### src/rtl/mac_vlg_pkg.sv
// Shared constants and types for the MAC receive/transmit datapath.
package mac_vlg_pkg;

  localparam logic [7:0]  PREAMBLE_BYTE = 8'h55;
  localparam logic [7:0]  SFD_BYTE      = 8'hD5;
  localparam logic [31:0] CRC_POLY      = 32'h04C11DB7;
  localparam logic [31:0] CRC_INIT      = 32'hFFFFFFFF;
  localparam logic [31:0] CRC_RESIDUE   = 32'hDEBB20E3;
  localparam int          HDR_LEN       = 14;
  localparam int          FCS_LEN       = 4;

  typedef enum logic [2:0] {
    RX_IDLE,
    RX_PREAMBLE,
    RX_HEADER,
    RX_PAYLOAD,
    RX_DROP
  } rx_fsm_t;

  // First received header byte ends up in the MSBs of dst.
  typedef struct packed {
    logic [47:0] dst;
    logic [47:0] src;
    logic [15:0] ethertype;
  } mac_hdr_t;

  // Bit-reverse a 32-bit word; the LSB-first CRC uses the mirrored polynomial.
  function automatic logic [31:0] reflect32(input logic [31:0] value);
    logic [31:0] result;
    result = '0;
    for (int i = 0; i < 32; i++) begin
      result[i] = value[31 - i];
    end
    return result;
  endfunction

endpackage

### src/rtl/crc32_byte.sv
// Combinational one-byte step of the reflected Ethernet CRC-32.
// No final inversion is applied, so the register form can be compared
// directly against the receive residue or inverted by a transmitter.
module crc32_byte
  import mac_vlg_pkg::*;
(
  input  logic [31:0] crc_in,
  input  logic [7:0]  data_in,
  output logic [31:0] crc_out
);

  localparam logic [31:0] POLY_REFLECTED = reflect32(CRC_POLY);

  logic [31:0] crc_work;

  // Fold the byte into the low bits, then shift out eight bits LSB first.
  always_comb begin
    crc_work = crc_in ^ {24'h000000, data_in};
    for (int i = 0; i < 8; i++) begin
      if (crc_work[0]) begin
        crc_work = (crc_work >> 1) ^ POLY_REFLECTED;
      end else begin
        crc_work = crc_work >> 1;
      end
    end
    crc_out = crc_work;
  end

endmodule

### src/rtl/mac_vlg_rx.sv
// MAC receive parser: strips preamble/SFD, captures the 14-byte header,
// checks the FCS and forwards only the payload bytes with frame status.
// The last four bytes of every frame are the FCS; they are held in a
// four-byte delay line so they are never forwarded, and a fifth register
// holds the byte that becomes the last payload byte when valid_in drops.
module mac_vlg_rx
  import mac_vlg_pkg::*;
#(
  parameter int PRE_MIN   = 5,
  parameter int MTU       = 1500,
  parameter int MIN_FRAME = 64
) (
  input  logic        clk,
  input  logic        rst_n,
  input  logic [7:0]  data_in,
  input  logic        valid_in,
  input  logic        error_in,
  output logic [7:0]  data_out,
  output logic        valid_out,
  output logic        sof_out,
  output logic        eof_out,
  output logic        error_out,
  output logic        fcs_ok,
  output logic [15:0] len_out,
  output logic [47:0] dst_mac,
  output logic [47:0] src_mac,
  output logic [15:0] ethertype,
  output logic        hdr_valid
);

  localparam logic [3:0] HDR_LAST  = 4'(HDR_LEN - 1);
  localparam logic [2:0] FILL_FULL = 3'(FCS_LEN + 1);
  localparam logic [2:0] PRE_SAT   = 3'd7;
  localparam int         HDR_BITS  = $bits(mac_hdr_t);

  rx_fsm_t          state_q, state_d;
  logic [2:0]       pre_cnt_q, pre_cnt_d;
  logic [3:0]       hdr_cnt_q, hdr_cnt_d;
  logic [31:0]      crc_q, crc_d;
  logic [31:0]      crc_next;
  mac_hdr_t         hdr_q, hdr_d;
  logic             hdr_valid_q, hdr_valid_d;
  logic [3:0][7:0]  dl_q, dl_d;
  logic [7:0]       out_byte_q, out_byte_d;
  logic [2:0]       fill_q, fill_d;
  logic             first_q, first_d;
  logic [15:0]      pay_cnt_q, pay_cnt_d;
  logic             err_q, err_d;

  logic             pre_ok;
  logic             emit;
  logic [15:0]      frame_len;
  logic             crc_pass;
  logic             runt;
  logic             oversize;

  crc32_byte u_crc (
    .crc_in  (crc_q),
    .data_in (data_in),
    .crc_out (crc_next)
  );

  assign pre_ok = (int'({29'd0, pre_cnt_q}) >= PRE_MIN);

  // The held byte is a confirmed payload byte once the delay line behind it is full.
  assign emit = (state_q == RX_PAYLOAD) && (fill_q == FILL_FULL);

  // State and datapath registers with synchronous active-low reset.
  always_ff @(posedge clk) begin
    if (!rst_n) begin
      state_q     <= RX_IDLE;
      pre_cnt_q   <= '0;
      hdr_cnt_q   <= '0;
      crc_q       <= '0;
      hdr_q       <= '0;
      hdr_valid_q <= 1'b0;
      dl_q        <= '0;
      out_byte_q  <= '0;
      fill_q      <= '0;
      first_q     <= 1'b0;
      pay_cnt_q   <= '0;
      err_q       <= 1'b0;
    end else begin
      state_q     <= state_d;
      pre_cnt_q   <= pre_cnt_d;
      hdr_cnt_q   <= hdr_cnt_d;
      crc_q       <= crc_d;
      hdr_q       <= hdr_d;
      hdr_valid_q <= hdr_valid_d;
      dl_q        <= dl_d;
      out_byte_q  <= out_byte_d;
      fill_q      <= fill_d;
      first_q     <= first_d;
      pay_cnt_q   <= pay_cnt_d;
      err_q       <= err_d;
    end
  end

  // Next-state logic; any loss of valid_in ends the frame and returns to IDLE.
  always_comb begin
    state_d = state_q;
    unique case (state_q)
      RX_IDLE: begin
        if (valid_in) begin
          state_d = (data_in == PREAMBLE_BYTE) ? RX_PREAMBLE : RX_DROP;
        end
      end
      RX_PREAMBLE: begin
        if (!valid_in) begin
          state_d = RX_IDLE;
        end else if (data_in == PREAMBLE_BYTE) begin
          state_d = RX_PREAMBLE;
        end else if ((data_in == SFD_BYTE) && pre_ok) begin
          state_d = RX_HEADER;
        end else begin
          state_d = RX_DROP;
        end
      end
      RX_HEADER: begin
        if (!valid_in) begin
          state_d = RX_IDLE;
        end else if (hdr_cnt_q == HDR_LAST) begin
          state_d = RX_PAYLOAD;
        end
      end
      RX_PAYLOAD: begin
        if (!valid_in) begin
          state_d = RX_IDLE;
        end
      end
      RX_DROP: begin
        if (!valid_in) begin
          state_d = RX_IDLE;
        end
      end
      default: state_d = RX_IDLE;
    endcase
  end

  // Datapath updates: preamble count, header shift-in, CRC, delay line and counters.
  always_comb begin
    pre_cnt_d   = pre_cnt_q;
    hdr_cnt_d   = hdr_cnt_q;
    crc_d       = crc_q;
    hdr_d       = hdr_q;
    hdr_valid_d = 1'b0;
    dl_d        = dl_q;
    out_byte_d  = out_byte_q;
    fill_d      = fill_q;
    first_d     = first_q;
    pay_cnt_d   = pay_cnt_q;
    err_d       = err_q;
    unique case (state_q)
      RX_IDLE: begin
        if (valid_in && (data_in == PREAMBLE_BYTE)) begin
          pre_cnt_d = 3'd1;
          err_d     = error_in;
        end
      end
      RX_PREAMBLE: begin
        if (valid_in) begin
          err_d = err_q | error_in;
          if (data_in == PREAMBLE_BYTE) begin
            pre_cnt_d = (pre_cnt_q == PRE_SAT) ? PRE_SAT : pre_cnt_q + 3'd1;
          end else if ((data_in == SFD_BYTE) && pre_ok) begin
            crc_d     = CRC_INIT;
            hdr_cnt_d = '0;
          end
        end
      end
      RX_HEADER: begin
        if (valid_in) begin
          err_d     = err_q | error_in;
          crc_d     = crc_next;
          hdr_d     = {hdr_q[HDR_BITS-9:0], data_in};
          hdr_cnt_d = hdr_cnt_q + 4'd1;
          if (hdr_cnt_q == HDR_LAST) begin
            hdr_valid_d = 1'b1;
            fill_d      = '0;
            first_d     = 1'b1;
            pay_cnt_d   = '0;
          end
        end
      end
      RX_PAYLOAD: begin
        if (valid_in) begin
          err_d      = err_q | error_in;
          crc_d      = crc_next;
          dl_d       = {dl_q[2:0], data_in};
          out_byte_d = dl_q[3];
          fill_d     = (fill_q == FILL_FULL) ? FILL_FULL : fill_q + 3'd1;
          if (emit) begin
            first_d   = 1'b0;
            pay_cnt_d = (pay_cnt_q == 16'hFFFF) ? 16'hFFFF : pay_cnt_q + 16'd1;
          end
        end else begin
          first_d = 1'b0;
        end
      end
      default: begin
      end
    endcase
  end

  // Frame status: the eof byte itself is counted on top of the bytes already emitted.
  always_comb begin
    frame_len = (pay_cnt_q == 16'hFFFF) ? 16'hFFFF : pay_cnt_q + 16'd1;
    crc_pass  = (crc_q == CRC_RESIDUE);
    runt      = (int'({16'd0, frame_len}) + HDR_LEN + FCS_LEN) < MIN_FRAME;
    oversize  = int'({16'd0, frame_len}) > MTU;
  end

  // Output decode: payload strobes follow valid_in so eof lands in the first idle cycle.
  always_comb begin
    data_out  = out_byte_q;
    valid_out = emit;
    sof_out   = emit && first_q;
    eof_out   = emit && !valid_in;
    fcs_ok    = emit && !valid_in && crc_pass;
    error_out = emit && !valid_in && (!crc_pass || err_q || runt || oversize);
    len_out   = (emit && !valid_in) ? frame_len : 16'h0000;
    hdr_valid = hdr_valid_q;
    dst_mac   = hdr_q.dst;
    src_mac   = hdr_q.src;
    ethertype = hdr_q.ethertype;
  end

endmodule

### config.mk
export PLATFORM = sky130hd
export DESIGN_NAME = mac_vlg_rx
export DESIGN_NICKNAME = d
export VERILOG_FILES = /design/src/rtl/mac_vlg_pkg.sv /design/src/rtl/crc32_byte.sv /design/src/rtl/mac_vlg_rx.sv
export SDC_FILE = /design/constraint.sdc
export NUM_CORES = 1
export LEC_CHECK = 0
export ABC_CLOCK_PERIOD_IN_PS = 5960
export CORE_UTILIZATION = 35
export DETAILED_ROUTE_END_ITERATION = 8
export HOLD_SLACK_MARGIN = 0.03
export PLACE_DENSITY_LB_ADDON = 0.2
export SKIP_LAST_GASP = 1
export SLEW_MARGIN = 5
export SYNTH_ARGS = -nofsm -noshare
export SYNTH_HDL_FRONTEND = slang
export SYNTH_SLANG_ARGS = --single-unit
### constraint.sdc
create_clock -name clk -period 5.96 [get_ports clk]
set_input_delay 1.788 -clock clk [delete_from_list [all_inputs] [get_ports clk]]
set_output_delay 1.788 -clock clk [all_outputs]
set_load 0.01 [all_outputs]
==> flow_summary_export.csv, run 1 <==
group,metric,value,unit
run_status,outcome,"finished clean",
power_and_ir_drop,switching_share,0.215,
logic_synthesis,yosysWarnings,0,
floorplanning,die_x,168,um
logic_synthesis,synth_cells,1144,
setup_path,crit_fanout,9,
job,max_cap_viol_count,0,
logic_synthesis,synth_top_cell_area_share,0.447,
setup_path,critPathRequiredTime,4.17,ns
timing,max_slew_margin,0.241,
global_route,grt_util_met3,0.0320,
cells_and_area,antenna_cells,0,
global_route,grtUsageMet1,0.238,
logic_synthesis,synth_edf_count,0,
timing,whs,0.459,ns
global_route,grt_pass1_wl,40200,um
route,vias_per_cell,4.95,
placed_design,io_buffers,153,
floorplanning,ios,154,
cts,cts_buffers,25,
setup_path,cp.depth,8,
timing,setup_tns,0,ns
setup_path,end_kind,"primary output",
global_route,antenna_found_initial,1,
power_and_ir_drop,power.switching,692,uW
cts,cts_tree,"yes",
setup_path,max_stage_delay,0.79,ns
global_route,grtUsageMet2,0.270,
route,postRouteAntennaNets,0,
setup_path,slowest_stage,"or4_1",
placed_design,place_congestion,0.847,
cells_and_area,drive_gt1_frac,0.0643,
cts,postCtsHoldBufs,0,
cts,post_cts_buffers,0,
cts,clkSinkCount,216,
floorplanning,fp-row-count,60,
route,routed_wl,24600,um
global_route,grt_pass1_vias,7588,
route,initialDrtViolationCount,503,
setup_path,worstSetupPathType,"flip-flop to primary output",
setup_path,worst_setup_path_start_kind,"flip-flop",
power_and_ir_drop,cellLeakagePower,0.00425,uW
setup_path,critPathArrivalTime,3.65,ns
logic_synthesis,synth.area.top_cells,"dfxtp_1 45%, nand2_1 13%, a21boi_0 12%, xnor2_1 4.1%, clkbuf_1 2.4%",
timing,fmax,184,MHz
logic_synthesis,ys_seq_area_frac,0.447,
floorplanning,fp.dieArea,28300,um2
cts,clk_pin_slew_worst_paths,0.06,ns
route,dr.pass1.iters,5,
power_and_ir_drop,clock_power_share,0.507,
power_and_ir_drop,p_int,2530,uW
cells_and_area,postLayoutCellArea,12300,um2
logic_synthesis,synth_nets,1161,
setup_path,cp_cell_sequence,"ha_1 > nand3_2 > or4_1 > o21a_4 > nor4_4 > a211oi_1 > a21oi_1 > clkdlybuf4s50_1",
route,vias,8005,
global_route,grt_start_max_net_pins,116,
logic_synthesis,synth_top_area_cell,"dfxtp_1",
placed_design,post_dp_cell_area,11500,um2
logic_synthesis,yosysUniqueCellTypes,66,
cells_and_area,final_util,0.456,
logic_synthesis,syn_area,9670,um2
setup_path,cp_top_family,"simple AND/OR/NAND/NOR gates",
power_and_ir_drop,ir_worst_vdd,0.150,mV
timing,clock_skew,0.0155,ns
floorplanning,core,27000,um2
global_route,grt.busiest_layer,"met2",
cells_and_area,synthToLayoutAreaGrowth,27.5,%
worst_hold_path,holdPathStages,2,
worst_hold_path,hp-class,"flip-flop to flip-flop",
logic_synthesis,synth_most_common_cell,"nand2_1",
cells_and_area,area.sequential,4320,um2
logic_synthesis,syn_avg_cell_area,8.46,um2
global_route,grt_use_total,0.170,
logic_synthesis,ys_seq_elements,216,
cells_and_area,fill_cells,2679,
power_and_ir_drop,p_per_area,261,nW/um2
power_and_ir_drop,power_frac_seq,0.449,
cts,cts_root_buf,"clkbuf_16",
setup_path,ff2ff_path_depth,7,
logic_synthesis,synth-async-reset-ratio,0,
timing,worst_pin_slew,1.14,ns
floorplanning,fp.dieH,168,um
cts,htreeDepth,1,
timing,period_minus_slack,5.44,ns
cts,clk_path_buf_depth,3,
timing,min_period_over_period,0.912,
placed_design,hpwl,15600,um
floorplanning,start_util,0.358,
logic_synthesis,ys.flop_type,"dfxtp_1",
route,wl_per_cell,15.2,um
power_and_ir_drop,combinationalPowerShare,0.045,
timing,rsz0062_at_grt,"false",
logic_synthesis,synth_common_cells,"331 x nand2_1, 216 x dfxtp_1, 154 x a21boi_0, 62 x clkbuf_1, 45 x xnor2_1",
cells_and_area,multi_input_area,4990,um2
timing,slew_viol_final,0,
timing,setup_viol,0,
timing,report.final.hold_viol_count,0,
setup_path,critical_path_buf_inv_count,1,
cts,cts_resized,0,
cells_and_area,fin_nets,1273,
cts,worstSkewPairLatency,0.53,ns
route,drc,0,
global_route,overflow,0,
[state kept, by name, summed over array words and instances, names as in the netlist]
| name | flops |
|---|---|
| hdr_cnt_q | 4 |
| dl_q | 32 |
| dst_mac | 48 |
| fill_q | 3 |
| state_q | 3 |
| pay_cnt_q | 16 |
| hdr_valid | 1 |
| err_q | 1 |
| src_mac | 48 |
| crc_q | 32 |
| first_q | 1 |
| pre_cnt_q | 3 |
| data_out | 8 |
| ethertype | 16 |
[area by class of cell]
| cell class | count | area share |
|---|---|---|
| Timing Repair Buffer | 168 | 0.135 |
| Clock buffer | 37 | 0.0592 |
| Multi-Input combinational cell | 832 | 0.404 |
| Clock inverter | 9 | 0.0123 |
| Sequential cell | 216 | 0.351 |
| Tap cell | 341 | 0.0346 |
| Inverter | 13 | 0.00396 |
[metal layers]
layer / wire length [um] / part of all wire
met5: 13 / 0.00053
met4: 358 / 0.015
met3: 1300 / 0.053
met2: 10900 / 0.44
met1: 12000 / 0.49
[stage by stage]
stage	std cells	setup WS, ns	power (uW)
2_1_floorplan	1144	1.65	1580
3_3_place_gp	1570	0.671	1620
3_5_place_dp	1570	0.622	1620
4_1_cts	1616	0.495	3270
5_1_grt	1616	0.329	3340
6_report	1616	0.523	3220
[power groups by stage]
stage	Clock [uW]	Combinational, uW	Sequential, uW
floorplan	0	108	1480
global placement	0	146	1480
detailed placement	0	145	1480
CTS	1680	146	1440
global route	1740	156	1440
finish	1630	145	1450
[layout by cell type (no fill, tap or decap), types with 11 or more instances in the layout]
cell type | netlist | routed
a21oi_1 | 28 | 28
and2_1 | 12 | 12
xnor2_1 | 45 | 45
nand3_1 | 20 | 20
nand2_1 | 331 | 331
clkbuf_16 | 0 | 25
buf_4 | 1 | 14
a21boi_0 | 154 | 154
clkdlybuf4s50_1 | 0 | 152
o21ai_0 | 34 | 34
dfxtp_1 | 216 | 216
nor2b_1 | 11 | 11
nor2_1 | 37 | 36
inv_1 | 12 | 12
o211a_1 | 16 | 16
xor2_1 | 26 | 26
[logic make-up after synthesis]
family	synth area share
and+or+nand+nor	0.216
AOI/OAI and AO/OA	0.202
DFF	0.447
buffers and inverters	0.0409
xor gates and xnor gates	0.0817
muxes	0.00556
adders and majority gates	0.00647
[path summary, 6_finish.rpt]
kind	endpoint	slack [ns]	start
hold reg to reg	dst_mac[47]$_SDFFE_PN0P_	0.46	dst_mac[47]$_SDFFE_PN0P_
setup reg to reg	pay_cnt_q[7]$_SDFFE_PN0P_	3.55	pay_cnt_q[0]$_SDFFE_PN0P_
hold / removal	dst_mac[47]$_SDFFE_PN0P_	0.46	dst_mac[47]$_SDFFE_PN0P_
setup / recovery	error_out	0.52	pay_cnt_q[0]$_SDFFE_PN0P_
[tightest hold or removal path: stages, from the launching register on]
cell	delay (ns)
dfxtp_1	0.30
nand2_1	0.04
a21boi_0	0.06
Note: power is estimated with default switching activity, not from simulation.
==> run 2: changes to the inputs <==
PLACE_DENSITY = 0.55   (was unset)
PLACE_DENSITY_LB_ADDON = unset   (was 0.2)
==> run 2 against run 1 <==
- die area unchanged
- sequential power hardly changed
- largest cell class unchanged
- core utilization grew 0.13 points
- clock skew down 0.0010 ns
- setup slack got worse by 0.040 ns
- highest routed layer is now met4
- sequential cell count unchanged
- maximum frequency decreased by 0.73%
- non-clock buffer count unchanged
- critical path depth down 2
- cell area rose by 0.27%
- critical path type is now input pin to primary output
- hold slack gained 0.0016 ns
==> flow_summary_export.csv, run 2 (synthesis gave the netlist of run 1 again) <==
group,metric,value,unit
run_status,outcome,"finished clean",
cells_and_area,final_cell_mix,"331 x nand2_1, 216 x dfxtp_1, 154 x a21boi_0, 152 x clkdlybuf4s50_1, 45 x xnor2_1",
placed_design,hpwl,15900,um
timing,report.final.hold_viol_count,0,
cts,clkSinkCount,216,
setup_path,crit_fanout,11,
power_and_ir_drop,ir_worst_vdd,0.199,mV
floorplanning,fp.dieH,168,um
timing,setup_tns,0,ns
timing,worst_pin_slew,1.05,ns
setup_path,cp_common_cell,"clkdlybuf4s50_1",
cts,cts_buffers,26,
placed_design,io_buffers,153,
setup_path,worstSetupPathType,"input pin to primary output",
cts,cts_resized,0,
floorplanning,start_util,0.358,
setup_path,r2r_slack,3.43,ns
route,initialDrtViolationCount,516,
cts,clk_pin_slew_worst_paths,0.06,ns
timing,period_minus_slack,5.48,ns
power_and_ir_drop,p_per_area,264,nW/um2
placed_design,place_congestion,0.827,
placed_design,placed_cells,1570,
global_route,grt_pass1_wl,41000,um
job,max_cap_viol_count,0,
cells_and_area,final_common_cell,"nand2_1",
route,drc,0,
timing,clock_skew,0.0144,ns
cells_and_area,fin_nets,1274,
floorplanning,fp.dieArea,28300,um2
power_and_ir_drop,cellLeakagePower,0.00427,uW
global_route,antenna_found_initial,0,
power_and_ir_drop,power.switching,705,uW
worst_hold_path,hp-class,"flip-flop to flip-flop",
setup_path,worst_setup_path_start_kind,"input pin",
setup_path,end_kind,"primary output",
global_route,overflow,0,
timing,rsz0062_at_grt,"false",
timing,max_slew_margin,0.298,
global_route,grt_start_max_net_pins,116,
setup_path,critPathRequiredTime,4.17,ns
cts,cts_tree,"yes",
cts,post_cts_buffers,0,
floorplanning,fp-row-count,60,
setup_path,cp_cell_sequence,"clkdlybuf4s50_1 > clkinv_1 > nand2_1 > buf_4 > nor2_1 > clkdlybuf4s50_1",
setup_path,critical_path_buf_inv_count,4,
global_route,grt_pass1_vias,7514,
floorplanning,core,27000,um2
timing,min_period_over_period,0.919,
power_and_ir_drop,switching_share,0.216,
cts,clk_path_buf_depth,3,
route,dr.pass1.iters,5,
setup_path,slowest_stage,"clkdlybuf4s50_1",
route,wl_per_cell,15.2,um
setup_path,critPathArrivalTime,3.69,ns
route,vias,7992,
timing,setup_viol,0,
cells_and_area,antenna_cells,0,
cells_and_area,drive_gt1_frac,0.0682,
global_route,grt_use_total,0.174,
floorplanning,die_x,168,um
power_and_ir_drop,power_frac_seq,0.442,
cts,htreeDepth,1,
cts,postCtsHoldBufs,0,
timing,fmax,183,MHz
floorplanning,ios,154,
power_and_ir_drop,clock_power_share,0.514,
power_and_ir_drop,combinationalPowerShare,0.044,
setup_path,cp_top_family,"buffers and inverters",
route,routed_wl,24600,um
route,vias_per_cell,4.94,
cts,worstSkewPairLatency,0.53,ns
route,postRouteAntennaNets,0,
cts,cts_root_buf,"clkbuf_16",
timing,slew_viol_final,0,
setup_path,max_stage_delay,0.62,ns
power_and_ir_drop,p_int,2560,uW
cells_and_area,instances_no_fill,1617,
cells_and_area,synthToLayoutAreaGrowth,27.9,%
run 2: changes by cell type in the layout (fill, tap and decap cells not counted), sizes merged:
cell / change
clkinv: +2
bufinv: -1
run 2: stage by stage:
stage	util	hold slack [ns]	area [um2]	setup WS, ns	total power (uW)
2_1_floorplan	-	0.441	9670	1.65	1580
3_3_place_gp	0.423	0.450	11400	0.525	1620
3_5_place_dp	0.423	0.457	11400	0.495	1620
4_1_cts	0.458	0.463	12400	0.456	3320
5_1_grt	0.458	0.487	12400	0.300	3390
6_report	0.458	0.461	12400	0.483	3270
run 2: cell type report:
class	instances	area, um2
fillers	2688	14700
multi-input cells	832	4990
flip-flops and latches	216	4320
repair buffers	168	1650
clock buffers	37	793
well taps	341	427
clock inverters	10	135
inverters	13	48.8
run 2: routing by layer:
layer / global-route usage / vias to the layer above / wire (um)
li1: - / 4072 / -
met1: 0.244 / 3722 / 12000
met2: 0.274 / 170 / 11100
met3: 0.0317 / 28 / 1250
met4: 0.0435 / 0 / 353
met5: 0 / - / 0
run 2: power groups by stage:
stage	registers (uW)	clock network [uW]	logic, uW
finish	1450	1680	145
global route	1440	1790	157
CTS	1440	1730	146
detailed placement	1480	0	145
global placement	1480	0	145
floorplan	1480	0	108
run 2: worst min-delay path, stage by stage (launching register included):
cell and delay, ns:
dfxtp_1 0.30, nand2_1 0.05, a21boi_0 0.06
run 2: path summary, 6_finish.rpt:
path / start / to / cells after the start
setup / recovery: valid_in / len_out[6] / 6
hold / removal: dst_mac[40]$_SDFFE_PN0P_ / dst_mac[40]$_SDFFE_PN0P_ / 2
setup reg to reg: state_q[1]$_SDFFE_PN0P_ / pay_cnt_q[2]$_SDFFE_PN0P_ / 7
hold reg to reg: dst_mac[40]$_SDFFE_PN0P_ / dst_mac[40]$_SDFFE_PN0P_ / 2
==> run 3: changes to the inputs <==
SLEW_MARGIN = unset   (was 5)
==> results of run 3 <==
Same layout as run 2: the final DEF is identical, and so are final timing and power.
